File: src/rtl/mem_stage.sv
// EX/MEM pipeline register and data-memory access controller: captures EX results,
// runs a req/ack bus transaction with byte enables, and formats load data for WB.
module mem_stage #(
  parameter int TIMEOUT = 16
) (
  input  logic        clk,
  input  logic        reset,
  input  logic [31:0] ALUResult_ex,
  input  logic [31:0] MemWriteData_ex,
  input  logic [4:0]  rdAddr_ex,
  input  logic        RegWrite_ex,
  input  logic        MemRead_ex,
  input  logic        MemWrite_ex,
  input  logic        MemtoReg_ex,
  input  logic [2:0]  funct3_ex,
  output logic [31:0] ALUResult_mem,
  output logic [4:0]  rdAddr_mem,
  output logic        RegWrite_mem,
  output logic        MemtoReg_mem,
  output logic [31:0] MemDout_mem,
  output logic        stall_mem,
  output logic        BusErr_mem,
  output logic        dmem_req,
  output logic        dmem_we,
  output logic [31:0] dmem_addr,
  output logic [31:0] dmem_wdata,
  output logic [3:0]  dmem_be,
  input  logic [31:0] dmem_rdata,
  input  logic        dmem_ack
);

  localparam int CW = $clog2(TIMEOUT + 1);

  typedef enum logic {ST_IDLE, ST_WAIT} state_t;

  state_t        state, state_next;
  logic [CW-1:0] cnt;
  logic [31:0]   alu_q, wdata_q;
  logic [4:0]    rd_q;
  logic [2:0]    f3_q;
  logic          rw_q, mr_q, mw_q, mtr_q, done_q;

  logic [1:0]    off;
  logic          mem_op, legal, pending, timeout;
  logic [31:0]   rshift, load_fmt;
  logic [15:0]   half;

  assign off     = alu_q[1:0];
  assign mem_op  = mr_q | mw_q;
  assign pending = mem_op & legal & ~done_q;
  assign timeout = (state == ST_WAIT) && (cnt == CW'(TIMEOUT - 1)) && !dmem_ack;

  // NOTE: every pipeline register is reset to a bubble so that a reset mid-access
  // drops the request immediately through the combinational outputs.
  always_ff @(posedge clk or posedge reset) begin
    if (reset) begin
      alu_q   <= '0;
      wdata_q <= '0;
      rd_q    <= '0;
      f3_q    <= '0;
      rw_q    <= 1'b0;
      mr_q    <= 1'b0;
      mw_q    <= 1'b0;
      mtr_q   <= 1'b0;
      done_q  <= 1'b0;
    end else if (!stall_mem) begin
      // NOTE: sequential state uses non-blocking assignments so every register
      // samples pre-edge values regardless of statement order.
      alu_q   <= ALUResult_ex;
      wdata_q <= MemWriteData_ex;
      rd_q    <= rdAddr_ex;
      f3_q    <= funct3_ex;
      rw_q    <= RegWrite_ex;
      mr_q    <= MemRead_ex;
      mw_q    <= MemWrite_ex;
      mtr_q   <= MemtoReg_ex;
      done_q  <= 1'b0;
    end else begin
      done_q  <= done_q | (pending & (dmem_ack | timeout));
    end
  end

  always_comb begin
    // NOTE: defaults first so no path through the case leaves a variable unassigned
    // (which would infer a latch).
    legal = 1'b0;
    if (mr_q) begin
      case (f3_q)
        3'b000, 3'b100: legal = 1'b1;
        3'b001, 3'b101: legal = ~off[0];
        3'b010:         legal = (off == 2'b00);
        default:        legal = 1'b0;
      endcase
    end else if (mw_q) begin
      case (f3_q)
        3'b000:  legal = 1'b1;
        3'b001:  legal = ~off[0];
        3'b010:  legal = (off == 2'b00);
        default: legal = 1'b0;
      endcase
    end
  end

  always_ff @(posedge clk or posedge reset) begin
    if (reset) state <= ST_IDLE;
    else       state <= state_next;
  end

  always_comb begin
    state_next = state;
    case (state)
      ST_IDLE: if (pending && !dmem_ack) state_next = ST_WAIT;
      ST_WAIT: if (!pending || dmem_ack || timeout) state_next = ST_IDLE;
      default: state_next = ST_IDLE;
    endcase
  end

  // Counts request cycles already elapsed, so the first WAIT cycle sees 1.
  always_ff @(posedge clk or posedge reset) begin
    if (reset)                        cnt <= '0;
    else if (state_next == ST_IDLE)   cnt <= '0;
    else                              cnt <= cnt + CW'(1);
  end

  always_comb begin
    dmem_be    = 4'b0000;
    dmem_wdata = wdata_q;
    if (mw_q) begin
      case (f3_q[1:0])
        2'b00:   dmem_wdata = {4{wdata_q[7:0]}};
        2'b01:   dmem_wdata = {2{wdata_q[15:0]}};
        default: dmem_wdata = wdata_q;
      endcase
    end
    if (pending) begin
      if (mw_q) begin
        case (f3_q[1:0])
          2'b00:   dmem_be = 4'b0001 << off;
          2'b01:   dmem_be = 4'b0011 << off;
          default: dmem_be = 4'b1111;
        endcase
      end else begin
        dmem_be = 4'b1111;
      end
    end
  end

  assign rshift = dmem_rdata >> {off, 3'b000};
  assign half   = off[1] ? dmem_rdata[31:16] : dmem_rdata[15:0];

  always_comb begin
    load_fmt = dmem_rdata;
    case (f3_q)
      3'b000:  load_fmt = {{24{rshift[7]}}, rshift[7:0]};
      3'b100:  load_fmt = {24'b0, rshift[7:0]};
      3'b001:  load_fmt = {{16{half[15]}}, half};
      3'b101:  load_fmt = {16'b0, half};
      default: load_fmt = dmem_rdata;
    endcase
  end

  assign dmem_req      = pending;
  assign dmem_we       = pending & mw_q;
  assign dmem_addr     = {alu_q[31:2], 2'b00};
  assign stall_mem     = pending & ~dmem_ack & ~timeout;
  assign BusErr_mem    = (mem_op & ~legal & ~done_q) | timeout;
  assign MemDout_mem   = (mr_q && pending && dmem_ack) ? load_fmt : 32'h0;
  assign ALUResult_mem = alu_q;
  assign rdAddr_mem    = rd_q;
  assign RegWrite_mem  = rw_q & ~BusErr_mem;
  assign MemtoReg_mem  = mtr_q;

endmodule

File: config.mk
export PLATFORM = sky130hd
export DESIGN_NAME = mem_stage
export DESIGN_NICKNAME = d
export VERILOG_FILES = /design/src/rtl/mem_stage.sv
export SDC_FILE = /design/constraint.sdc
export NUM_CORES = 1
export LEC_CHECK = 0
export ABC_AREA = 1
export BUFFER_PORTS_ARGS = -buffer_cell sky130_fd_sc_hd__buf_2
export CAP_MARGIN = 5
export CORE_UTILIZATION = 45
export CTS_CLUSTER_DIAMETER = 100
export DETAILED_ROUTE_END_ITERATION = 6
export HOLD_SLACK_MARGIN = 0.12
export PLACE_DENSITY_LB_ADDON = 0.08
export SLEW_MARGIN = 20
export SYNTH_ARGS = -nofsm -noshare
export SYNTH_HDL_FRONTEND = slang
export SYNTH_SLANG_ARGS = --single-unit
File: constraint.sdc
create_clock -name clk -period 7.68 [get_ports clk]
set_clock_uncertainty 0.15 [all_clocks]
set_input_delay 1.536 -clock clk [delete_from_list [all_inputs] [get_ports clk]]
set_output_delay 1.536 -clock clk [all_outputs]
set_load 0.005 [all_outputs]
# [Yosys cells after proc, flatten, opt, wreduce, memory -nomap -nowiden]
# Cells that the tools add are included.
[totals] out_inout_bits=143 register_bits=83 inputBits=111 word_cells=72
[classes] mux=17 shifts=3 add_sub_neg=1 n_eq_ne=6 bitwise_logic=20 n_reduce_logical=14
[op_table] cell="$pmux W32 S4" count=1
[op_table] cell="$mux W32" count=2
[op_table] cell="$pmux W32 S2" count=1
[op_table] cell="$shr A32 B5 Y8" count=1
[op_table] cell="$mux W16" count=1
[op_table] cell="$and A1 B1 Y1" count=9
[op_table] cell="$mux W4" count=2
[op_table] cell="$pmux W4 S2" count=1
[op_table] cell="$not A1 Y1" count=7
[op_table] cell="$eq A3 B3 Y1 const B" count=2
[op_table] cell="$pmux W1 S3" count=2
[op_table] cell="$add A5 B1 Y5 const B" count=1
[op_table] cell="$eq A5 B4 Y1 const B" count=1
[op_table] cell="$logic_and A1 B1 Y1" count=5
[op_table] cell="$mux W1" count=5
[op_table] cell="$mux W5" count=1
[op_table] cell="$logic_not A2 Y1" count=2
[op_table] cell="$or A1 B1 Y1" count=4
[op_table] cell="$reduce_or A2 Y1" count=2
[op_table] cell="$shl A1 B2 Y4 const A" count=1
[op_table] cell="$shl A2 B2 Y4 const A" count=1
[op_table] cell="$eq A3 B1 Y1 const B" count=1
[op_table] cell="$eq A3 B2 Y1 const B" count=1
[op_table] cell="$logic_not A3 Y1" count=1
[op_table] cell="4 further kinds" count=6

# [Depth between registers and ports, before layout]
[depth] ltp_word=12 depth_mapped=11 depth_no_buf=9

# [Least setup slack after synthesis]
# No wires, ideal clock.
[synth_timing] kind="input to output" from="in dmem_rdata[31]" to="out MemDout_mem[21]" cell_stages=9 required_time_ns=5.994 arrival_time_ns=2.293 setup_slack_ns=3.701 cell_sequence="inv_1 nand2_1 nand3_1 nand2_1 nand2_1 nand3_2 buf_4 nand2_1 nor2_1"
[synth_between] elab_chain_cells=3 elab_cells_between_ends=4
[synth_rtl] item="from (decl)" line="28" rtl="input logic [31:0] dmem_rdata,"
[synth_rtl] item="$shr A32 B5 Y8 or $mux W16 (tied branches)" line="148, 149"
[synth_rtl] item="$pmux W32 S4 (*)" line="153" rtl="case (f3_q)"
[synth_rtl] item="$mux W32 (*)" line="167" rtl="assign MemDout_mem = (mr_q && pending && dmem_ack) ? load_fmt : 32'h0;"
[synth_rtl] item="to (decl)" line="20" rtl="output logic [31:0] MemDout_mem,"
# Mark *: on every way between the ends. The rest lies on a longest branch, timed or not.

# [Worst setup path in the final report]
[layout_timing] from="reg alu_q[1] (netlist: ALUResult_mem[1])" to="out stall_mem"
[layout_between] elab_chain_cells=8 elab_cells_between_ends=9
[layout_rtl] item="from (decl)" line="38" rtl="logic [31:0] alu_q, wdata_q;"
[layout_rtl] item="from (signal assigned)" line="69" rtl="alu_q <= ALUResult_ex;"
[layout_rtl] item="$logic_not A2 Y1 (*)" line="91, 98"
[layout_rtl] item="$pmux W1 S3" line="95" rtl="case (f3_q)"
[layout_rtl] item="$mux W1" line="94" rtl="end else if (mw_q) begin"
[layout_rtl] item="$mux W1 (*)" line="87" rtl="if (mr_q) begin"
[layout_rtl] item="$and A1 B1 Y1 (*) (2 in a row)" line="50" rtl="assign pending = mem_op & legal & ~done_q;"
[layout_rtl] item="$and A1 B1 Y1 (*) (2 in a row)" line="165" rtl="assign stall_mem = pending & ~dmem_ack & ~timeout;"
[layout_rtl] item="to (decl)" line="21" rtl="output logic stall_mem,"
# Marks and branches as above.

==> results.cfg <==
[status]
status = completed

[power]
power.leakage_nw = 3.750
powerDensity_nw_per_um2 = 185.2
largest_voltage_drop_on_the_vdd_net_v = 0.0001288

[placement]
dpl_worst_slack_ps = 2375
numPortBuffers = 251
post-dp-hpwl_um = 10750
placed_cells = 1034
gpl.final_weighted_congestion = 0.8661

[synthesis]
synthesis.yosys.warnings = 0
yosysMostFrequentCell = nand2_1
synth_enable_flop_cells = 0
mappedNetlistArea_um2 = 5107
synth_area_per_cell_um2 = 7.035
synth-seq-area-share_pct = 40.67
synthesis.instances = 726
synthFlopType = dfrtp_1
yosysTopAreaCellShare_pct = 40.67
synth-seq-cells = 83
number_of_different_library_cells_in_the_post_synthesis_netlist = 27
synth.area.top_cells = dfrtp_1 41%, nand2_1 20%, nand4_1 9.4%, buf_4 6.6%, nor2_1 4.3%
async_set_reset_flop_share_out_of_synthesis_pct = 100.0
synth.cells.most_frequent = 267 x nand2_1, 83 x dfrtp_1, 77 x nand4_1, 59 x nor2_1, 52 x inv_1
synthDominantAreaCellType = dfrtp_1

[floorplan]
dieWidth_um = 108.5
die_height_um = 108.5
dieArea_um2 = 11780
starting_utilization_of_the_core_area_pct = 46.70
core-area_um2 = 10940
placementRows = 38
io_pins = 254

[global_routing]
grt_pass1_wl_um = 24150
grt_pass1_vias = 4908
antenna_found_initial = 1
grt_util_all_layers_pct = 25.97
grt_max_degree = 84
grt_remaining_overflow = 0

[worst_hold_path]
hold_path.class = reg2reg
worstHoldEndpoint = cnt[0]
hold_path.startpoint = cnt[0]
holdPathStages = 1

[layout]
register_area_um2 = 2077
num-fill-cells = 1087
syn2layout_area_growth_pct = 24.08
layout-drive-gt1-share_pct = 32.45
fin_util_pct = 57.95
insertedDiodeCount = 0
final_nets = 1019
finish.cell_count_without_fillers = 1049
multi_input_gate_area_in_the_final_layout_um2 = 2275

[clock_tree]
post_cts.resized_instances = 0
cts_root_buffer = clkbuf_16
tritoncts = built
clock_pin_slew_on_the_worst_setup_and_hold_paths_ps = 60
post_cts_buffers = 0
cts_buffers = 9
clockBufferDepth = 2
cts.htree.levels = 3
tritoncts_num_sinks = 83
clk-insertion-delay-late_ps = 330
ctsHoldBuffers = 0

[sta]
final_max_slew_viol_count = 0
tightestPinTransition_ps = 1072
grt_setup_unrepaired = no
hold-worst-slack_ps = 311.8
fin_crit_ps = 5427
layout_setup_ws_ps = 2253
final-hold-violation-count = 0
worst_max_slew_margin_expressed_relative_to_the_limit_pct = 28.35
timing.setup.tns_ps = 0
setup_violations = 0
max_freq_mhz = 184.3
fin_crit_sh_pct = 70.67

[worst_setup_path]
critPathLaunchType = register
ff2ff_path_depth = 8
crit_chain = inv_2 > nand2_1 > nand2_1 > nand3_1 > nor2_4 > nand3_4 > inv_1 > buf_2
worst_setup_path_startpoint = ALUResult_mem[1]
buffers_inverters_on_critical_path = 3
setup.worst_path.class = reg2out
ff2ff_setup_slack_ps = 3950
worst_path_dominant_cell_family = simple AND/OR/NAND/NOR gates
worst_ep_required_time_ps = 5990
data_arrival_time_of_the_worst_path_ps = 3740
r2r-end = wdata_q[14]
timing.critical_path.mode_cell = nand2_1
regToRegStartpoint = ALUResult_mem[1]
path_max_fanout = 83
timing.critical_path.slowest_cell_delay_ps = 980
timing.critical_path.slowest_stage_cell = nand3_4
worstSetupEndpointType = output pin

[detailed_routing]
drt-initial-drc-count = 376
drc = 0
vias_per_cell = 5.171
routed_wirelength_um = 15440
drt-wirelength-per-cell_um = 14.72
antenna_violating_nets_post_route = 0
vias = 5424
dr.pass1.iters = 5

[job]
max_cap_violations = 0
-- cells by family after synthesis --
kind of cell    count (synthesis)  synth area share (%)
simple gates                  435                 37.16
buf+inv                       147                 15.34
flops                          83                 40.67
compound gates                 56                 5.928
xor+xnor                        2                0.3430
fa+ha+maj                       2                0.4899
other cells                     1               0.07342
-- sequential cells by signal, summed over array words and instances, names as in the netlist --
name,count
ALUResult_mem,32
wdata_q,32
cnt,5
rdAddr_mem,5
f3_q,3
MemtoReg_mem,1
done_q,1
mr_q,1
mw_q,1
rw_q,1
state,1
-- cell type report --
class	instances	area share, %
clock buffers	10	3.771
clock inverters	4	0.8095
inverters	58	3.455
multi-input cells	498	35.89
flip-flops and latches	83	32.77
well taps	140	2.764
repair buffers	256	20.53
-- worst reg2reg max path: cells and delay by family, from the launching register on --
family	cells	cell delay, ps
buffers and inverters	1	290
AND/OR/NAND/NOR	7	2550
flip-flops	1	630
-- where the power goes --
group	internal [W]	switching, W
clock	0.000258	0.000171
combinational	0.0000974	0.000150
sequential	0.000468	0.0000290
-- layout by cell type (no fill, tap or decap), types with 2 or more instances in the layout --
cell       netlist  layout
dfrtp_1         83      83
nor2_4           1       2
inv_1           52      51
nor2_1          59      58
buf_2            8     251
buf_4           45       3
nand2_1        267     267
inv_2            5       6
conb_1           1       3
o21ai_0         33      33
nand4_1         77      77
nand3_1         14      13
o22ai_1         16      16
ha_1             2       2
clkinv_2         0       2
or2_2           14      14
clkbuf_16        0       9
buf_6            7       2
a21oi_1          5       5
-- through the flow --
step	cell area (µm²)	power, W
global placement	6032	0.0007483
detailed placement	6032	0.0007511
finish	6337	0.001173
floorplan	5115	0.0006583
CTS	6322	0.001183
global route	6337	0.001235
-- worst max path at each step --
stage	to	slack, ps	cells past startpoint
2_1_floorplan	MemDout_mem[21]	3700	9
3_3_place_gp	stall_mem	2380	6
4_1_cts	MemDout_mem[13]	2030	8
5_1_grt	stall_mem	1870	8
6_report	stall_mem	2250	8
3_5_place_dp	stall_mem	2380	6
-- metal layers --
layer  vias to the layer above  global-route usage [%]  wire (µm)
met3                        16                   3.978       1088
met5                         -                       0          0
met1                      2531                   36.11       6835
met2                       232                   42.18       7334
li1                       2645                       -          -
met4                         0                   6.660        181
Note: power is estimated with default switching activity, not from simulation.
